==> config.mk <==
export PLATFORM = sky130hd
export DESIGN_NAME = router_pkt_tx
export DESIGN_NICKNAME = d
export VERILOG_FILES = /design/src/rtl/router_pkt_pkg.sv /design/src/rtl/router_lfsr8.sv /design/src/rtl/router_pkt_tx.sv
export SDC_FILE = /design/constraint.sdc
export NUM_CORES = 1
export LEC_CHECK = 0
export ABC_AREA = 1
export BUFFER_PORTS_ARGS = -buffer_cell sky130_fd_sc_hd__buf_2
export CAP_MARGIN = 20
export CORE_UTILIZATION = 61
export DETAILED_ROUTE_END_ITERATION = 7
export PLACE_DENSITY = 0.92
export SETUP_SLACK_MARGIN = 0.2
export SYNTH_ARGS = -nofsm -noshare
export SYNTH_HDL_FRONTEND = slang
export SYNTH_SLANG_ARGS = --single-unit
export TNS_END_PERCENT = 10
==> constraint.sdc <==
create_clock -name clock -period 3.6 [get_ports clock]
set_input_delay 0.72 -clock clock [delete_from_list [all_inputs] [get_ports clock]]
set_output_delay 0.72 -clock clock [all_outputs]
set_load 0.1 [all_outputs]
==> src/rtl/router_pkt_pkg.sv <==
// Shared types and constants for the router packet transmitter.
package router_pkt_pkg;

    localparam int ADDR_W = 2;
    localparam int LEN_W  = 6;
    localparam int DATA_W = 8;

    localparam logic [ADDR_W-1:0] ADDR_ILLEGAL = 2'd3;

    // Feedback taps q[7], q[5], q[4], q[3]; new bit enters at q[0].
    localparam logic [DATA_W-1:0] LFSR_TAPS = 8'hB8;

    typedef enum logic [2:0] {
        IDLE,
        HEADER,
        PAYLOAD,
        PARITY,
        GAP
    } state_t;

    function automatic logic [DATA_W-1:0] pack_header(input logic [LEN_W-1:0]  len,
                                                      input logic [ADDR_W-1:0] addr);
        return {len, addr};
    endfunction

endpackage

==> src/rtl/router_lfsr8.sv <==
// 8-bit Fibonacci LFSR producing payload bytes; a zero seed is forced to 1
// so the register can never lock up.
module router_lfsr8
    import router_pkt_pkg::*;
(
    input  logic              clock,
    input  logic              reset,
    input  logic              load,
    input  logic [DATA_W-1:0] seed,
    input  logic              advance,
    output logic [DATA_W-1:0] q
);

    // Load has priority over advance; both are qualified by the parent FSM.
    always_ff @(posedge clock) begin
        if (reset) begin
            q <= 8'h01;
        end else if (load) begin
            q <= (seed == '0) ? 8'h01 : seed;
        end else if (advance) begin
            q <= {q[DATA_W-2:0], ^(q & LFSR_TAPS)};
        end
    end

endmodule

==> src/rtl/router_pkt_tx.sv <==
// Router packet transmitter: header, LFSR payload and parity byte with busy
// back-pressure, followed by a fixed window that samples the router err flag.
//
// state   | meaning
// --------+---------------------------------------------------------
// IDLE    | ready for a command
// HEADER  | header byte {len,addr} on data_in, pkt_valid=1
// PAYLOAD | LFSR bytes on data_in, pkt_valid=1
// PARITY  | parity byte on data_in, pkt_valid=0
// GAP     | watching err for GAP_CYCLES, then pkt_done
module router_pkt_tx
    import router_pkt_pkg::*;
#(
    parameter int GAP_CYCLES = 3,
    parameter int CNT_W      = 16
) (
    input  logic              clock,
    input  logic              reset,
    input  logic              cmd_valid,
    output logic              cmd_ready,
    input  logic [ADDR_W-1:0] cmd_addr,
    input  logic [LEN_W-1:0]  cmd_len,
    input  logic [DATA_W-1:0] cmd_seed,
    input  logic              cmd_bad_parity,
    output logic              cmd_err,
    output logic              pkt_valid,
    output logic [DATA_W-1:0] data_in,
    input  logic              busy,
    input  logic              err,
    output logic              pkt_done,
    output logic              pkt_err,
    output logic [CNT_W-1:0]  tx_count
);

    localparam int GAP_W = (GAP_CYCLES > 0) ? $clog2(GAP_CYCLES + 1) : 1;

    state_t              state;
    state_t              state_nx;
    logic                armed;
    logic [ADDR_W-1:0]   addr_q;
    logic [LEN_W-1:0]    len_q;
    logic                bad_q;
    logic [DATA_W-1:0]   parity_q;
    logic [LEN_W-1:0]    cnt_q;
    logic [GAP_W-1:0]    gap_q;
    logic                err_acc;
    logic [DATA_W-1:0]   lfsr_q;
    logic                cmd_fire;
    logic                cmd_illegal;
    logic                cmd_start;

    assign cmd_fire    = cmd_valid & cmd_ready;
    assign cmd_illegal = (cmd_addr == ADDR_ILLEGAL) || (cmd_len == '0);
    assign cmd_start   = cmd_fire & ~cmd_illegal;

    router_lfsr8 u_lfsr (
        .clock   (clock),
        .reset   (reset),
        .load    (cmd_start),
        .seed    (cmd_seed),
        .advance ((state == PAYLOAD) && !busy),
        .q       (lfsr_q)
    );

    // State register.
    always_ff @(posedge clock) begin
        if (reset) state <= IDLE;
        else       state <= state_nx;
    end

    // Next-state decode; byte states only move on when busy is low.
    always_comb begin
        state_nx = state;
        case (state)
            IDLE:    if (cmd_start) state_nx = HEADER;
            HEADER:  if (!busy) state_nx = PAYLOAD;
            PAYLOAD: if (!busy && (cnt_q == len_q - LEN_W'(1))) state_nx = PARITY;
            PARITY:  if (!busy) state_nx = GAP;
            GAP:     if (gap_q == '0) state_nx = IDLE;
            default: state_nx = IDLE;
        endcase
    end

    // Router-facing outputs decoded from the registered state.
    always_comb begin
        cmd_ready = (state == IDLE) && armed;
        pkt_valid = 1'b0;
        data_in   = '0;
        pkt_done  = 1'b0;
        pkt_err   = 1'b0;
        case (state)
            HEADER: begin
                pkt_valid = 1'b1;
                data_in   = pack_header(len_q, addr_q);
            end
            PAYLOAD: begin
                pkt_valid = 1'b1;
                data_in   = lfsr_q;
            end
            PARITY: data_in = bad_q ? ~parity_q : parity_q;
            GAP: begin
                pkt_done = (gap_q == '0);
                pkt_err  = (gap_q == '0) && err_acc;
            end
            default: ;
        endcase
    end

    // Command latch, parity/length/gap bookkeeping and packet counter.
    // armed keeps cmd_ready low for the first cycle after reset releases.
    always_ff @(posedge clock) begin
        if (reset) begin
            armed    <= 1'b0;
            cmd_err  <= 1'b0;
            addr_q   <= '0;
            len_q    <= '0;
            bad_q    <= 1'b0;
            parity_q <= '0;
            cnt_q    <= '0;
            gap_q    <= '0;
            err_acc  <= 1'b0;
            tx_count <= '0;
        end else begin
            armed   <= 1'b1;
            cmd_err <= cmd_fire & cmd_illegal;
            case (state)
                IDLE: if (cmd_start) begin
                    addr_q   <= cmd_addr;
                    len_q    <= cmd_len;
                    bad_q    <= cmd_bad_parity;
                    parity_q <= '0;
                    cnt_q    <= '0;
                end
                HEADER: if (!busy) parity_q <= pack_header(len_q, addr_q);
                PAYLOAD: if (!busy) begin
                    parity_q <= parity_q ^ lfsr_q;
                    cnt_q    <= cnt_q + LEN_W'(1);
                end
                PARITY: if (!busy) begin
                    err_acc <= 1'b0;
                    gap_q   <= GAP_W'(GAP_CYCLES);
                end
                GAP: begin
                    if (gap_q == '0) begin
                        tx_count <= tx_count + CNT_W'(1);
                    end else begin
                        err_acc <= err_acc | err;
                        gap_q   <= gap_q - GAP_W'(1);
                    end
                end
                default: ;
            endcase
        end
    end

endmodule
# Yosys cells after proc, flatten, opt, wreduce, memory -nomap -nowiden
# Index checks and enable logic that the tools add are counted.
# Widths: inputs -> output; s select.
[totals] regBits=55 word_cells=86
[classes] addsub=4 eq_ne=13 muxes=28 bitwise=7 n_reduce_logical=22
[ops] op="$mux 8" n=7
[ops] op="$pmux 8 s3" n=2
[ops] op="$add 16x1->16 const B" n=1
[ops] op="$mux 3" n=5
[ops] op="$pmux 3 s5" n=1
[ops] op="$mux 6" n=2
[ops] op="$ne 2x2->1 const B" n=6
[ops] op="$pmux 6 s2" n=1
[ops] op="$logic_not 8->1" n=1
[ops] op="$not 8->8" n=1
[ops] op="$reduce_xor 8->1" n=1
[ops] op="$xor 8x8->8" n=1
[ops] op="$add 6x1->6 const B" n=1
[ops] op="$eq 3x2->1 const B" n=2
[ops] op="$eq 6x6->1" n=1
[ops] op="$logic_not 6->1" n=1
[ops] op="$mux 1" n=6
[ops] op="$reduce_and 3->1" n=2
[ops] op="$reduce_bool 2->1" n=3
[ops] op="$sub 6x1->6 const B" n=1
[ops] op="$reduce_and 5->1" n=1
[ops] op="$logic_and 1x1->1" n=4
[ops] op="$mux 2" n=2
[ops] op="$pmux 2 s2" n=1
[ops] op="17 further kinds" n=20

# Longest topological paths before layout
# Gate-level depths: netlist (run 1).
[logic_depth] ltp_word=6 ltp_mapped=13 depth_no_buf=13

# Cells and area by module
# Synthesis (run 1) repeated with hierarchy kept, for this count alone.
[unflattened] cells_unflattened=445 area_unflattened_um2=3089.2
[by_module_without_submodules] mod="router_pkt_tx" instances=1 cells_per_inst=380 area_each_um2=2626.3
[by_module_without_submodules] mod="router_lfsr8" instances=1 cells_per_inst=65 area_each_um2=462.9

# Worst setup path after synthesis (run 1)
# Ideal clock, no wire load.
[synth_timing] kind="register -> output" start="register bad_q" end="output port data_in[0]" t_arrival_ns=2.260 required_time_ns=2.880 slack_ns=0.620 path_stages_with_launch=4 path_cell_list="dfxtp_1 > clkbuf_1 > xnor2_1 > o211ai_1"
[synth_via] elab_chain_cells=2
[synth_rtl] item="start, declared" line_no="router_pkt_tx.sv:42" rtl="logic bad_q;"
[synth_rtl] item="start signal, assigned" line_no="router_pkt_tx.sv:130" rtl="bad_q <= cmd_bad_parity;"
[synth_rtl] item="$mux 8" line_no="router_pkt_tx.sv:100" rtl="PARITY: data_in = bad_q ? ~parity_q : parity_q;"
[synth_rtl] item="$pmux 8 s3" line_no="router_pkt_tx.sv:91" rtl="case (state)"
[synth_rtl] item="end, declared" line_no="router_pkt_tx.sv:27" rtl="output logic [DATA_W-1:0] data_in,"
# Every way passes these cells.

# Final worst setup path (run 1)
[layout_timing] start="register state[0]" end="output port data_in[4]"
[layout_via] elab_chain_cells=2
[layout_rtl] item="start, declared" line_no="router_pkt_tx.sv:37" rtl="state_t state;"
[layout_rtl] item="start signal, assigned" line_no="router_pkt_tx.sv:68" rtl="else state <= state_nx;"
[layout_rtl] item="$eq 3x2->1 / $eq 3x1->1 (equally long branches)" line_no="router_pkt_tx.sv:91"
[layout_rtl] item="$pmux 8 s3 (*)" line_no="router_pkt_tx.sv:91"
# Mark *: on every way between the ends. The rest lies on a longest branch, timed or not.

==> summary.txt, run 1 <==
STA
  – Maximum clock rate: between 300 and 400 MHz
  – Slew margin rel.: around 58%
  – Final period util: 82.4%
  – RSZ-0062 raised after global routing: no
  – Measured slew at the worst slew-check pin: roughly 0.63 ns
  – Layout Skew: 0.00483 ns
  – Setup TNS: 0 ns
  – Fin. max-slew vios: 0
  – Final hold vios: 0
  – Final setup violation count: 0
  – Tmin final: ~3.0 ns

Detailed routing
  – # DRC: 0
  – DR vias: a little over 3,000
  – Initial DRC count: 300
  – Routed wl met2: approximately 3500 um
  – WL/cell: roughly 13 um
  – M1 WL: about 3200 um
  – DR pass1 iterations: 4
  – Uppermost routed layer: met4
  – Final ANT Viol Nets: 0
  – DR vias/cell: around 5.4
  – Routed wl met3: 463 um
  – Drt total wl: 7250 um

Place
  – GP Congestion: 0.877
  – # port buffers: 50
  – Placed insts: around 560
  – Dpl cell area: about 3300 um^2
  – Dpl hpwl: about 5300 um

Pwr
  – Flop pwr share: between 30% and 40%
  – Switching Power: 907 uW
  – Pwr Density: around 560 nW/um^2
  – Int Pwr: ~1000 uW
  – P_leak: 0.00145 uW
  – Final Power: roughly 1900 uW
  – Net Sw Frac: between 40% and 50%
  – Worst vdd ir: about 0.46 mV
  – Combinational group share of total power: ~45%
  – Clk pwr share: between 15 and 20%

CTS
  – Max Buffers Root-to-Sink: 2
  – H-tree depth: 2
  – CTS Root Cell: clkbuf_8
  – Worst skew pair latency: roughly 0.31 ns
  – Hold buffer count at CTS: 0
  – CTS tree: built
  – Resized Gates After CTS: 0
  – Post-CTS Setup Bufs: 0
  – Clock Sinks: 55
  – CTS clk-pin slew, worst paths: roughly 0.090 ns
  – CTS Buf Count: 5

Logic synthesis
  – Synth Instances: 456
  – Synth cell types: 28
  – Yosys Warn Count: 0
  – Register bit total from synthesis: 55
  – Mapped Avg Cell Area: about 6.7 um^2
  – Sequential-to-total area share from yosys stat: a little over a third
  – Syn Std Cell Area: approximately 3000 um^2
  – Post-Syn Nets: a little under 500

Run status
  – Status: completed

Setup path
  – Crit-path max FO: 13
  – Critical path class: register to primary output
  – Data required time of the critical path: around 2.9 ns
  – Crit path arrival time: between 2 and 2.5 ns
  – Critical Path End Type: primary output
  – Worst Setup Start Kind: register

Layout
  – Share of post-route cells with drive strength above 1: between 10% and 20%
  – Fin area: approximately 3400 um^2
  – # diodes: 0
  – Net count, final: 528
  – Most frequent cells in the layout: nand2_1, dfxtp_1, nor2_1, buf_2, inv_1
  – Finished Layout Cells: 570
  – Commonest non-fill, non-tap cell in the layout: nand2_1
  – Syn-to-layout area delta: 12.2%

Floorplanning
  – Horiz. Die Dim: just over 70 um
  – Core outline area: about 4800 um^2
  – Die area: 5290 um^2
  – Placement Rows: 25
  – Boundary pin count: 51
  – Chip height: between 70 and 80 um
  – Initial Util: ~64%

Global route
  – Vias in the first global route: 2,750
  – First-pass GRT wire length: approximately 12,000 um
  – Gr usage total: between 20 and 30%
  – Remaining Overflow, GRT: 0
  – Initial antenna violation count: 0
  – Largest net degree at the start of global routing: 31

Job
  – Max_cap viols: 0

Min path
  – Min-Delay Path Class: register to register
==> state kept, by name (all words and copies together) (netlist names) <==
name and cells:
cnt_q 6, state 3, err_acc 1, addr_q 2, tx_count 16, u_lfsr.q 8, bad_q 1, gap_q 2
parity_q 8, armed 1, cmd_err 1, len_q 6
==> critical path: stages (launching register included) <==
cell and delay (ns):
dfxtp_1 0.37, nor2_1 0.20, nand2_1 0.32, inv_1 0.40, nand2_1 0.10, o211ai_1 0.10
buf_2 0.46
==> cells by family (layout without fill, tap and decap cells) <==
logic type | count (synthesis) | in the layout | synth area share [%]
adders and majority gates | 4 | 4 | 1.64
AOI/OAI and AO/OA | 81 | 81 | 15.0
DFF | 55 | 55 | 36.1
xor gates and xnor gates | 22 | 22 | 6.32
and+or+nand+nor | 234 | 234 | 33.4
buffers and inverters | 60 | 107 | 7.55
==> final timing paths <==
| check | from | endpoint | slack [ns] | cells past startpoint |
|---|---|---|---|---|
| setup / recovery | state[0] | data_in[4] | 0.63 | 6 |
| hold / removal | err_acc | err_acc | 0.47 | 2 |
| setup reg to reg | state[0] | u_lfsr.q[0] | 1.45 | 7 |
| hold reg to reg | err_acc | err_acc | 0.47 | 2 |
==> through the flow <==
stage          utilization, %  hold WS [ns]  worst slack, ns
6_report                 72.0         0.469            0.632
5_1_grt                  72.0         0.504            0.491
4_1_cts                  72.0         0.473            0.659
3_5_place_dp             70.3         0.459             1.00
3_3_place_gp             70.3         0.443             1.07
2_1_floorplan               -         0.430            0.620
==> power by group through the flow <==
stage | registers [uW] | clock network, uW | logic [uW]
6_report | 728 | 334 | 851
5_1_grt | 735 | 366 | 915
4_1_cts | 726 | 339 | 843
3_5_place_dp | 740 | 0 | 838
3_3_place_gp | 736 | 0 | 823
2_1_floorplan | 730 | 0 | 685
==> layer usage <==
layer / up-vias / GRT usage [%]
li1: 1572 / -
met1: 1385 / 35.1
met4: 0 / 9.59
met3: 10 / 6.08
met5: - / 0
met2: 101 / 51.2
==> cell type report <==
| class | instances | area (um^2) |
|---|---|---|
| multi-input combinational | 341 | 1720 |
| sequential | 55 | 1100 |
| inverter | 48 | 180 |
| fill | 416 | 1330 |
| timing repair buffer | 51 | 258 |
| tap | 67 | 83.8 |
| clock buffer | 7 | 76.3 |
| clock inverter | 1 | 5.00 |
==> Yosys cell counts <==
master    count  share of area [%]
inv_2         4               0.49
ha_1          4                1.6
nor2_4        4                1.5
xnor2_1      16                4.6
o21ai_1       3               0.49
a211oi_1      1               0.25
nor2_2        5                1.0
a311oi_1      1               0.29
nand4_1       3               0.62
nor4_1        1               0.21
nand2_1     124                 15
o31ai_1       5                1.2
o21ai_0      21                3.4
nor3_2        1               0.33
a21oi_1      33                5.4
a31oi_1       8                1.6
nand3_1      27                4.4
buf_2         4               0.66
nor3_1       12                2.0
nor2_8        1               0.66
inv_1        44                5.4
nor2_1       50                6.2
nand2_2       4               0.82
dfxtp_1      55                 36
o211ai_1      9                2.2
xor2_1        6                1.7
clkbuf_1      8               0.98
nand3b_1      2               0.49
No activity file was read; power rests on OpenSTA's default activity.
==> run 2: changes to the inputs <==
- ABC_AREA: 1 -> 0
- CORE_UTILIZATION: 61 -> 56
- PLACE_DENSITY: 0.92 -> 0.87
- clock period: 3.6 -> 2.9 ns (I/O delays scaled with it)
==> summary.txt, run 2 <==
STA
  – Layout Skew: 0.00756 ns (+0.00273 ns)
  – Slew margin rel.: 35.3% (-22 points)
  – Final hold vios: 0 (unchanged)
  – Setup TNS: 0 ns (unchanged)
  – RSZ-0062 raised after global routing: yes
  – Maximum clock rate: approximately 380 MHz
  – Fin. max-slew vios: 0 (unchanged)
  – Tmin final: approximately 2.6 ns
  – Measured slew at the worst slew-check pin: 0.967 ns (+0.334 ns)
  – Final period util: 89.7%
  – Final setup violation count: 0 (unchanged)
  – Min Hold Slack: 0.467 ns (-0.00178 ns)
  – Worst setup margin: 0.298 ns (-0.335 ns)

Layout
  – Fillers: 411 (-1.2%)
  – Finished Layout Cells: 465 (-18%)
  – Share of post-route cells with drive strength above 1: 18.3% (+3.2 points)
  – Commonest non-fill, non-tap cell in the layout: nand2_1
  – Max FFs per register: 16 (unchanged)
  – Most frequent cells in the layout: nand2_1, dfxtp_1, buf_2, nor2_1, a21oi_1
  – # diodes: 0 (unchanged)
  – Syn-to-layout area delta: 13.5%
  – Net count, final: 424 (-20%)
  – Reg with most FFs: tx_count
  – Largest regs: tx_count x16, parity_q x8, u_lfsr.q x8

Floorplanning
  – Core outline area: 4850 um^2 (+2.0%)
  – Boundary pin count: 51 (unchanged)
  – Chip height: 73.8 um (+1.5%)
  – Initial Util: 59.5% (-4.6 points)
  – Placement Rows: 25 (unchanged)
  – Die area: 5450 um^2 (+3.0%)
  – Horiz. Die Dim: 73.8 um (+1.5%)

Setup path
  – Data required time of the critical path: 2.32 ns (-0.56 ns)
  – Crit path arrival time: 2.02 ns (-0.23 ns)
  – Crit-path max FO: 10 (-3)
  – Reg2reg setup slack: 0.63 ns (-0.82 ns)
  – Crit path from: state[1]
  – Worst Setup Start Kind: register
  – Critical R2R Launch: state[2]
  – Critical path class: register to primary output
  – Critical Path End Type: primary output

Detailed routing
  – # DRC: 0 (unchanged)
  – Drt total wl: 6550 um (-9.7%)
  – Initial DRC count: 142 (-53%)
  – DR pass1 iterations: 6 (+2)
  – DR vias: 2,615 (-15%)
  – WL/cell: 14.1 um (+11%)
  – Final ANT Viol Nets: 0 (unchanged)
  – DR vias/cell: 5.62 (+4.5%)

Place
  – Placed insts: 458 (-19%)
  – DP Worst Slack: 0.359 ns (-0.643 ns)
  – GP Congestion: 0.802 (-8.5%)
  – # port buffers: 50 (unchanged)
  – Dpl hpwl: 4750 um (-10%)

Logic synthesis
  – Ranking of synthesized cells by area: dfxtp_1, nand2_1, xor2_1
  – Mapped Avg Cell Area: 8.13 um^2 (+22%)
  – Post-Syn Nets: 381 (-21%)
  – Ys flop type: dfxtp_1
  – Top post-synthesis cells by count: nand2_1, dfxtp_1, nor2_1
  – Syn Std Cell Area: 2890 um^2 (-5.4%)
  – Yosys Warn Count: 0 (unchanged)
  – Async SR Flop Fraction: 0% (unchanged)
  – Most common cell in the netlist: nand2_1
  – Biggest area consumer among synthesized cells: dfxtp_1
  – EDFF count, synth: 0 (unchanged)
  – Sequential-to-total area share from yosys stat: 38.1% (+2.0 points)
  – Synth cell types: 46 (+64%)
  – Synth Instances: 355 (-22%)
  – Register bit total from synthesis: 55 (unchanged)
  – Top-area cell type share of the netlist area: 38.1% (+2.0 points)

Job
  – Max_cap viols: 0 (unchanged)

CTS
  – CTS clk-pin slew, worst paths: 0.10 ns (about the same)
  – Post-CTS Setup Bufs: 0 (unchanged)
  – CTS tree: built
  – Clock Sinks: 55 (unchanged)
  – Worst skew pair latency: 0.31 ns (about the same)
  – H-tree depth: 2 (unchanged)
  – Hold buffer count at CTS: 0 (unchanged)
  – Max Buffers Root-to-Sink: 2 (unchanged)
  – CTS Buf Count: 5 (unchanged)
  – CTS Root Cell: clkbuf_8

Global route
  – Remaining Overflow, GRT: 0 (unchanged)
  – First-pass GRT wire length: 10,800 um (-10%)
  – Largest net degree at the start of global routing: 29 (-6.5%)
  – Vias in the first global route: 2,392 (-13%)
  – Gr usage total: 26.0% (-3.0 points)
  – Initial antenna violation count: 0 (unchanged)

Min path
  – Min-delay src: addr_q[1]
  – Min-Delay Path Class: register to register

Pwr
  – Final Power: 1410 uW (-26%)
  – Pwr Density: 431 nW/um^2 (-23%)
  – P_leak: 0.00132 uW (-8.7%)
  – Worst vdd ir: 0.345 mV (-24%)

Run status
  – Status: completed
run 2: metrics by stage:
step,util [%],area [um^2]
after CTS,67.5,3270
after global routing,67.6,3280
after global placement,65.4,3170
final,67.6,3280
after floorplan,-,2890
after detailed placement,65.4,3170
run 2: final cells by class:
class,instances,area (um^2),area share [%]
Clock buffer,6,82.6,2.52
Clock inverter,1,5.00,0.153
Inverter,7,26.3,0.802
Multi-Input combinational cell,275,1660,50.8
Sequential cell,55,1100,33.6
Tap cell,67,83.8,2.56
Timing Repair Buffer,54,313,9.55
run 2: logic make-up after synthesis:
| logic type | after synthesis | synth area share, % |
|---|---|---|
| AND/OR/NAND/NOR | 162 | 28.0 |
| AO/OA/AOI/OAI | 65 | 13.7 |
| flip-flops | 55 | 38.1 |
| XOR/XNOR | 35 | 10.6 |
| buffers and inverters | 25 | 4.64 |
| multiplexers | 9 | 3.12 |
| adder cells (fa/ha/maj) | 4 | 1.73 |
run 2: worst paths after layout:
path	depth (start not counted)	end
max	4	data_in[4]
max reg2reg	5	u_lfsr.q[0]
min	2	addr_q[1]
min reg2reg	2	addr_q[1]
run 2: repair_timing:
action / in CTS / in global routing
resized for setup: 2 / 2
pin swaps: 0 / 0
setup endpoints to repair: 2 / 8
run 2: worst max-delay path, stage by stage (launching register included):
cell and delay [ns]:
dfxtp_1 0.57, nor3b_4 0.47, nand2_1 0.13, nand3_1 0.12
buf_2 0.43
run 2: power breakdown:
part | switching [uW] | leakage [uW] | internal, uW
Clock | 243 | 0.0000470 | 188
Sequential | 26.1 | 0.000446 | 772
Combinational | 122 | 0.000828 | 62.3
Total | 390 | 0.00132 | 1020
run 2: per-layer routing:
layer / vias to the layer above / GRT usage [%] / share of wire (%)
li1: 1306 / - / -
met1: 1201 / 31.8 / 42
met2: 98 / 45.5 / 51
met3: 10 / 5.49 / 5.8
met4: 0 / 8.33 / 1.5
met5: - / 0 / 0
==> run 3: changes to the inputs <==
- CORE_UTILIZATION: 56 -> 30
- PLACE_DENSITY: 0.87 -> 0.55
==> summary.txt, run 3 (synthesis results as in run 2) <==
STA
  – Final hold vios: 0 (unchanged)
  – Fin. max-slew vios: 0 (unchanged)
  – Setup TNS: 0 ns (unchanged)
  – Slew margin rel.: 52.9% (+18 points)
  – Maximum clock rate: 388 MHz (+0.98%)
  – Final period util: 88.9% (-0.87 points)
  – Measured slew at the worst slew-check pin: 0.707 ns (-0.260 ns)
  – Worst setup margin: 0.323 ns (+0.0251 ns)
  – Tmin final: 2.58 ns (-0.0251 ns)
  – Final setup violation count: 0 (unchanged)
  – RSZ-0062 raised after global routing: no
  – Layout Skew: 0.00622 ns (-0.00134 ns)

Place
  – # port buffers: 50 (unchanged)
  – GP Congestion: 0.779 (-2.9%)
  – DP Worst Slack: 0.512 ns (+0.153 ns)
  – Dpl hpwl: 4890 um (+3.1%)

Floorplanning
  – Core outline area: 9280 um^2 (+91%)
  – Horiz. Die Dim: 100 um (+36%)
  – Initial Util: 31.1% (-28 points)
  – Die area: 10,000 um^2 (+84%)
  – Boundary pin count: 51 (unchanged)
  – Placement Rows: 35 (+40%)
  – Chip height: 100 um (+36%)

Layout
  – Commonest non-fill, non-tap cell in the layout: nand2_1
  – Most frequent cells in the layout: nand2_1, dfxtp_1, buf_2, nor2_1, a21oi_1
  – Syn-to-layout area delta: 17.2%
  – Reg with most FFs: tx_count
  – Net count, final: 426 (+0.47%)
  – Share of post-route cells with drive strength above 1: 19.0% (+0.61 points)
  – Largest regs: tx_count x16, parity_q x8, u_lfsr.q x8
  – Fillers: 1,024 (+150%)
  – Max FFs per register: 16 (unchanged)
  – # diodes: 0 (unchanged)

Detailed routing
  – # DRC: 0 (unchanged)
  – Drt total wl: 6780 um (+3.5%)
  – WL/cell: 12.8 um (-9.2%)
  – DR pass1 iterations: 4 (-2)
  – DR vias/cell: 4.80 (-15%)
  – DR vias: 2,546 (-2.6%)
  – Initial DRC count: 103 (-27%)
  – Final ANT Viol Nets: 0 (unchanged)

Global route
  – Initial antenna violation count: 0 (unchanged)
  – Largest net degree at the start of global routing: 36 (+24%)
  – First-pass GRT wire length: 11,400 um (+5.4%)
  – Gr usage total: 14.3% (-12 points)
  – Remaining Overflow, GRT: 0 (unchanged)
  – Vias in the first global route: 2,320 (-3.0%)

CTS
  – Post-CTS Setup Bufs: 0 (unchanged)
  – CTS tree: built
  – CTS clk-pin slew, worst paths: 0.10 ns (about the same)
  – Clock Sinks: 55 (unchanged)
  – H-tree depth: 2 (unchanged)
  – CTS Buf Count: 5 (unchanged)
  – Max Buffers Root-to-Sink: 2 (unchanged)
  – Worst skew pair latency: 0.31 ns (about the same)
  – CTS Root Cell: clkbuf_8

Min path
  – Worst Hold Depth: 2 (unchanged)
  – Min-Delay Path Class: register to register

Setup path
  – Crit path arrival time: 2.00 ns (-0.02 ns)
  – Worst Setup Start Kind: register
  – Critical Path End Type: primary output
  – Slowest stage delay, CP: 0.70 ns (+0.13 ns)
  – Crit-path max FO: 14 (+4)
  – R2R cell count: 6 (+1)
  – Data required time of the critical path: 2.32 ns (about the same)
  – Crit path cell chain: nor4bb_1, buf_4, and2_1, buf_12
  – Critical path class: register to primary output
  – CP max-delay cell: dfxtp_1

Pwr
  – P_leak: 0.00133 uW (+1.0%)
  – Worst vdd ir: 0.190 mV (-45%)
  – Pwr Density: 430 nW/um^2 (-0.38%)

Job
  – Max_cap viols: 0 (unchanged)

Run status
  – Status: completed
-- run 3: cell types whose count changed in the layout (fill, tap and decap cells not counted) --
cell | before | now
clkinv_2 | 1 | 0
clkbuf_8 | 6 | 7
buf_4 | 4 | 6
clkinvlp_4 | 0 | 1
clkbuf_4 | 1 | 0
buf_2 | 47 | 48
-- run 3: path summary, 6_finish.rpt --
path	start	endpoint	slack (ns)
worst max register to register	state[2]	tx_count[13]	0.69
worst min-delay path	addr_q[0]	addr_q[0]	0.46
worst max-delay path	state[2]	pkt_err	0.32
worst min register to register	addr_q[0]	addr_q[0]	0.46
-- run 3: area by class of cell --
| class | count | area (um^2) | share of cell area [%] |
|---|---|---|---|
| tap | 129 | 161 | 4.77 |
| multi-input combinational | 275 | 1660 | 49.2 |
| clock inverter | 1 | 7.51 | 0.222 |
| clock buffer | 7 | 96.3 | 2.85 |
| sequential | 55 | 1100 | 32.6 |
| inverter | 7 | 26.3 | 0.777 |
| timing repair buffer | 56 | 325 | 9.62 |
-- run 3: what timing repair did --
action | in CTS | in global routing
pin swaps | 0 | 0
resized for setup | 2 | 1
endpoints found under the setup margin | 8 | 8
hold buffers | 0 | 0
-- run 3: worst max-delay path: cells and delay by family, from the launching register on --
family	cells	cell delay (ns)
DFF	1	0.70
and+or+nand+nor	2	0.56
buffers and inverters	2	0.43
-- run 3: where the power goes --
part / switching (uW) / total (uW) / internal (uW)
Combinational: 120 / 184 / 64.3
Sequential: 28.2 / 801 / 772
Clock: 251 / 469 / 218
Total: 399 / 1450 / 1050
-- run 3: layer usage --
layer	up-vias	share of wire [%]	global-route usage, %
met5	-	0	0
met4	0	0.75	3.68
met3	5	3.0	2.09
met2	42	48	24.6
met1	1188	48	18.7
li1	1311	-	-
-- run 3: per-stage QoR --
stage                     area (um^2)  hold slack, ns  power (uW)  util, %  cells
final                            3380           0.465        1450     36.4    530
after global routing             3380           0.494        1530     36.4    530
after CTS                        3370           0.466        1470     36.3    529
after detailed placement         3260           0.451        1000     35.1    521
after global placement           3260           0.454         999     35.1    521
after floorplan                  2890           0.437         951        -    355
